==> src/rtl/seq_alu_w.sv <==
// seq_alu_w: multi-cycle serial-operand ALU (add, sub, signed Booth mul, unsigned restoring div).
// Latency: B captured at edge t0 -> ready in cycles t0+N+1, t0+N+2 (N=1 add/sub, N=W mul/div).
// Backpressure: none; valid is only honoured in IDLE (A beat) and LOAD_B (B beat), ignored otherwise.
//
// Ports:
//   clk       - single clock, rising edge
//   rst       - asynchronous active-high reset
//   in        - operand beat (A, then B)
//   op_codes  - 00 add, 01 sub, 10 mul (signed), 11 div (unsigned); sampled with A
//   valid     - qualifies in / op_codes
//   o         - result word (word0 while in OUT_LO, word1 while in OUT_HI)
//   ready     - high for the two result cycles
//   busy      - high whenever the FSM is not IDLE
//   div0      - pulse with word0 of a divide by zero
module seq_alu_w #(
  parameter int W = 8
) (
  input  logic         clk,
  input  logic         rst,
  input  logic [W-1:0] in,
  input  logic [1:0]   op_codes,
  input  logic         valid,
  output logic [W-1:0] o,
  output logic         ready,
  output logic         busy,
  output logic         div0
);

  localparam int CNT_W = $clog2(W + 1);

  localparam logic [1:0] OP_ADD = 2'b00;
  localparam logic [1:0] OP_SUB = 2'b01;
  localparam logic [1:0] OP_MUL = 2'b10;

  typedef enum logic [2:0] {
    IDLE   = 3'd0,
    LOAD_B = 3'd1,
    EXEC   = 3'd2,
    OUT_LO = 3'd3,
    OUT_HI = 3'd4
  } state_t;

  state_t           state;
  logic [1:0]       op;
  logic [W-1:0]     b;
  // acc: Booth high half / divide remainder / add-sub word1.
  // q:   holds A on capture; Booth low half / divide quotient / add-sub word0.
  logic [W-1:0]     acc;
  logic [W-1:0]     q;
  logic             q_m1;
  logic [CNT_W-1:0] cnt;

  logic [W-1:0]     acc_nx;
  logic [W-1:0]     q_nx;
  logic             q_m1_nx;
  logic [W:0]       sum;
  logic [W:0]       diff;
  logic [W:0]       booth;
  logic [W:0]       rem_sh;
  logic [W:0]       trial;
  logic             rem_ge;

  assign busy = (state != IDLE);

  // One iteration of the selected operation, computed from the current registers.
  always_comb begin
    sum     = {1'b0, q} + {1'b0, b};
    diff    = {1'b0, q} - {1'b0, b};

    // Booth add/sub is done one bit wider so that subtracting -2^(W-1)
    // cannot overflow; the shift then drops the extra bit back out.
    booth   = {acc[W-1], acc};
    case ({q[0], q_m1})
      2'b01:   booth = {acc[W-1], acc} + {b[W-1], b};
      2'b10:   booth = {acc[W-1], acc} - {b[W-1], b};
      default: booth = {acc[W-1], acc};
    endcase

    // Restoring divide: shift next dividend bit into the partial remainder.
    // A set top bit means the shifted remainder already exceeds any W-bit
    // divisor, so the trial subtraction's borrow is only meaningful otherwise.
    rem_sh  = {acc, q[W-1]};
    trial   = rem_sh - {1'b0, b};
    rem_ge  = rem_sh[W] | ~trial[W];

    acc_nx  = acc;
    q_nx    = q;
    q_m1_nx = q_m1;
    case (op)
      OP_ADD: begin
        q_nx   = sum[W-1:0];
        acc_nx = {{(W-1){1'b0}}, sum[W]};
      end
      OP_SUB: begin
        q_nx   = diff[W-1:0];
        acc_nx = {{(W-1){1'b0}}, diff[W]};
      end
      OP_MUL: begin
        acc_nx  = booth[W:1];
        q_nx    = {booth[0], q[W-1:1]};
        q_m1_nx = q[0];
      end
      default: begin
        if (rem_ge) begin
          acc_nx = trial[W-1:0];
          q_nx   = {q[W-2:0], 1'b1};
        end else begin
          acc_nx = rem_sh[W-1:0];
          q_nx   = {q[W-2:0], 1'b0};
        end
      end
    endcase
  end

  always_ff @(posedge clk or posedge rst) begin
    if (rst) begin
      state <= IDLE;
      op    <= 2'b00;
      b     <= '0;
      acc   <= '0;
      q     <= '0;
      q_m1  <= 1'b0;
      cnt   <= '0;
      o     <= '0;
      ready <= 1'b0;
      div0  <= 1'b0;
    end else begin
      ready <= 1'b0;
      div0  <= 1'b0;
      case (state)
        IDLE: begin
          if (valid) begin
            q     <= in;
            op    <= op_codes;
            state <= LOAD_B;
          end
        end
        LOAD_B: begin
          if (valid) begin
            b     <= in;
            acc   <= '0;
            q_m1  <= 1'b0;
            cnt   <= op[1] ? CNT_W'(W) : CNT_W'(1);
            state <= EXEC;
          end
        end
        EXEC: begin
          acc  <= acc_nx;
          q    <= q_nx;
          q_m1 <= q_m1_nx;
          cnt  <= cnt - CNT_W'(1);
          if (cnt == CNT_W'(1)) begin
            // Final iteration: word0 goes straight to the output register,
            // word1 is left in acc for the next cycle.
            state <= OUT_LO;
            ready <= 1'b1;
            o     <= q_nx;
            div0  <= (op == 2'b11) && (b == '0);
          end
        end
        OUT_LO: begin
          state <= OUT_HI;
          ready <= 1'b1;
          o     <= acc;
        end
        OUT_HI: begin
          state <= IDLE;
        end
        default: begin
          state <= IDLE;
        end
      endcase
    end
  end

endmodule

==> config.mk <==
export PLATFORM = sky130hd
export DESIGN_NAME = seq_alu_w
export DESIGN_NICKNAME = d
export VERILOG_FILES = /design/src/rtl/seq_alu_w.sv
export SDC_FILE = /design/constraint.sdc
export NUM_CORES = 1
export LEC_CHECK = 0
export ABC_AREA = 1
export BUFFER_PORTS_ARGS = -buffer_cell sky130_fd_sc_hd__buf_2
export CAP_MARGIN = 20
export CELL_PAD_IN_SITES_DETAIL_PLACEMENT = 2
export CELL_PAD_IN_SITES_GLOBAL_PLACEMENT = 2
export CORE_MARGIN = 5
export CORE_UTILIZATION = 32
export CTS_CLUSTER_DIAMETER = 50
export DETAILED_ROUTE_END_ITERATION = 6
export PLACE_DENSITY_LB_ADDON = 0.1
export SYNTH_ARGS = -nofsm -noshare
export SYNTH_HDL_FRONTEND = slang
export SYNTH_SLANG_ARGS = --single-unit
==> constraint.sdc <==
create_clock -name clk -period 2.95 [get_ports clk]
set_clock_uncertainty 0.15 [all_clocks]
set_input_delay 0.59 -clock clk [delete_from_list [all_inputs] [get_ports clk]]
set_output_delay 0.59 -clock clk [all_outputs]
set_load 0.05 [all_outputs]
==> impl_results.rst <==
.. list-table::
   :header-rows: 1

   * - Metric
     - Value
   * - First DRT Iteration DRCs
     - about 160
   * - Via/cell ratio
     - approximately 5.2
   * - CTS tree
     - yes
   * - Most instantiated flip-flop cell in the synthesis netlist
     - dfrtp_1
   * - Number of enable flip-flop cells after synthesis
     - 0
   * - Data required time of the worst path
     - 2980 ps
   * - Register bit total from synthesis
     - 44
   * - Adder and majority gate portion of the synthesized area
     - 12.9%
   * - Standard-cell row count
     - 41
   * - Max_cap viols
     - 0
   * - Core outline area
     - 0.0126 mm^2
   * - Proportion of layout cells with a drive suffix above 1
     - 11.7%
   * - FFs w/ async S/R, synth
     - 100%
   * - Highest clock rate
     - 0.364 GHz
   * - Clock edge transition at the registers on the reported setup and hold paths
     - around 70 ps
   * - Post-route core utilization
     - a little under two fifths
   * - Accumulated negative setup slack
     - 0 ps
   * - Post-synthesis cell area
     - approximately 0.0041 mm^2
   * - Total overflow reported by the global router
     - 0
   * - Starting density of the core
     - between 30% and 40%
   * - Largest family of logic cells by synthesized area
     - simple AND/OR/NAND/NOR gates
   * - Number of port buffers
     - 23
   * - CTS Root Buffer Type
     - clkbuf_16
   * - First-pass GRT wire length
     - 25,600 um
   * - Die Width
     - 124 um
   * - HPWL Detailed
     - 13,000 um
   * - Tightest Hold Check Type
     - primary input to asynchronous set/reset pin
   * - Number of slew-limit violations in the final report
     - 0
   * - Synthesized-area fraction occupied by and/or/nand/nor cells
     - between 30% and 40%
   * - Total Wirelength
     - 16,100 um
   * - Clock buffers created by TritonCTS
     - 5
   * - Max transition margin
     - 58.2%
   * - Clock period minus final worst setup slack
     - approximately 2800 ps
   * - Number of distinct library cells after synthesis
     - 43
   * - Beginning of the critical path
     - q[0]
   * - Vias in the first global route
     - ~4,600
   * - Worst reg2reg setup slack
     - about 200 ps
   * - Number of nets in the final layout
     - between 600 and 700
   * - Number of failing hold endpoints at the final stage
     - 0
   * - Cell count after synthesis
     - roughly 610
   * - Filler cell count
     - ~1,600
   * - Net count after synthesis
     - 665
   * - Cell count after placement
     - 803
   * - Antenna cell count
     - 0
   * - Least-Margin Pin Slew
     - 626 ps
   * - Die Span Y
     - 124 um
   * - CTS sink count
     - 44
   * - Vias after detailed routing
     - 4,251
   * - I/O pin count
     - 24
   * - Number of antenna violations at the first check in global routing
     - 0
   * - Element type at the critical path end
     - flip-flop
   * - Number of H-tree branching levels
     - 2
   * - Setup repair after global routing missed its margin
     - false
   * - Routability congestion estimate from global placement
     - 0.842
   * - Insertion delay to the later sink of the worst-skew pair
     - 290 ps
   * - Final setup fails
     - 0
   * - Worst Path Arrival
     - between 2000 and 3000 ps
   * - Number of remaining DRC errors
     - 0
   * - Status
     - finished clean
   * - Synth-to-layout area growth
     - 12.7%
   * - Critical register-to-register path startpoint
     - q[0]
   * - Final antenna-violating net count
     - 0
   * - Multiplexer fraction of the synthesized cell area
     - 0%
   * - Compound-cell area share of the yosys netlist
     - 13.8%
   * - Global-route total usage across every layer
     - 22.1%
   * - Fraction of the cycle the final worst path needs
     - 93.2%
   * - Largest net degree at the start of global routing
     - 25
   * - Launching element type of the critical path
     - flip-flop
   * - Average wire per cell in the routed design
     - ~20 um
   * - Portion of the post-synthesis area used by sequential elements
     - 26.7%
   * - Mean Syn Cell Area
     - 6.74 um^2
   * - Yosys warns
     - 0
   * - Die Outline Area
     - 0.0153 mm^2
   * - Synthesized-area fraction occupied by xor and xnor cells
     - 2.12%
   * - First drt pass iteration count
     - 4
   * - CP Class
     - flip-flop to flip-flop
   * - Critical-path maximum fanout
     - 8
   * - Maximum buffer depth of the clock tree
     - 2
   * - Min Hold Slack
     - 96.5 ps
   * - Final instance count without filler cells
     - 813
[metrics by stage]
stage / cell area (um^2) / setup slack [ps]
after detailed placement: 4440 / 91.4
after global placement: 4440 / 195
final: 4650 / 199
after CTS: 4620 / 81.5
after global routing: 4650 / 23.1
after floorplan: 4120 / 375
[registers in the layout, summed over array words and instances (netlist names)]
signal  cells
acc         8
b           8
cnt         4
div0        1
o           8
op          2
q           8
q_m1        1
ready       1
state       3
[cell type report]
class / instances / area (um^2) / area share (%)
clock buffer: 5 / 125 / 2.69
sequential: 44 / 1100 / 23.8
inverter: 86 / 323 / 6.95
clock inverter: 3 / 47.5 / 1.02
tap: 172 / 215 / 4.63
timing repair buffer: 34 / 198 / 4.26
multi-input combinational: 469 / 2630 / 56.7
[kinds of logic (layout without fill, tap and decap cells)]
kind of cell | Yosys count | after routing
and+or+nand+nor | 319 | 319
adders and majority gates | 40 | 40
DFF | 44 | 44
AOI/OAI and AO/OA | 100 | 100
xor gates and xnor gates | 10 | 10
buffers and inverters | 99 | 128
[layer usage]
layer	share of wire, %	track usage, %	up-vias
li1	-	-	2061
met5	0	0	-
met4	2.1	5.40	0
met3	2.7	2.20	17
met2	48	37.5	56
met1	47	30.1	2117
[cell usage after synthesis (3+ instances only)]
master | count | area (um^2)
nand3_1 | 61 | 305
o21ai_1 | 6 | 30.0
xnor2_1 | 4 | 35.0
nand3_2 | 3 | 30.0
or2_2 | 3 | 18.8
fa_1 | 4 | 80.1
a21oi_1 | 36 | 180
nor2_1 | 32 | 120
o21ai_0 | 34 | 170
nor3_1 | 4 | 20.0
nor2_4 | 3 | 33.8
o22ai_1 | 3 | 18.8
a21o_1 | 3 | 22.5
buf_4 | 4 | 30.0
inv_2 | 8 | 30.0
nand4_1 | 18 | 113
ha_1 | 36 | 450
nand3b_1 | 3 | 22.5
inv_1 | 77 | 289
buf_2 | 6 | 30.0
o211ai_1 | 7 | 52.6
nand2_1 | 183 | 687
xor2_1 | 6 | 52.6
dfrtp_1 | 44 | 1100
nor2_2 | 4 | 25.0
[placed cells by master, fill, tap and decap left out, types with 3 or more instances in the layout]
cell type  instances
dfrtp_1           42
or2_2              3
nand2_1          183
buf_2             23
nor3_1             4
o211ai_1           7
xor2_1             6
o21ai_1            5
buf_4             11
o21ai_0           34
inv_2              9
nor2_1            31
clkbuf_16          5
nand3b_1           3
nand4_1           18
a21o_1             3
o22ai_1            3
nand3_1           61
xnor2_1            4
nor2_4             3
fa_1               4
nand3_2            3
ha_1              35
nor2_2             5
a21oi_1           35
inv_1             76
[worst max-delay path, stage by stage, from the launching register on]
cell	delay, ps
dfrtp_1	470
ha_2	330
inv_1	100
nand2_1	90
xor2_1	150
inv_1	60
ha_1	340
nand2_1	130
or2_2	330
nand3_1	70
nand2_1	50
nand2_1	100
nand2_1	60
nand2_1	60
nand2_1	50
nand2_1	60
nand2_1	50
[timing repair]
action                                  CTS  global route
hold buffers                              0             0
endpoints found under the setup margin    0             5
resized for setup                         0             6
setup buffers                             0             2
[path summary, 6_finish.rpt]
| check | end | depth (start not counted) |
|---|---|---|
| worst max register to register | acc[5] | 16 |
| worst min register to register | o[0] | 2 |
| worst min-delay path | acc[2] | 2 |
| min in group clk | o[0] | 2 |
| max in group asynchronous | b[1] | 3 |
| worst max-delay path | acc[5] | 16 |
Power is not shown: default switching activity piles up to over one toggle a cycle in this logic, so the estimate is an artifact.
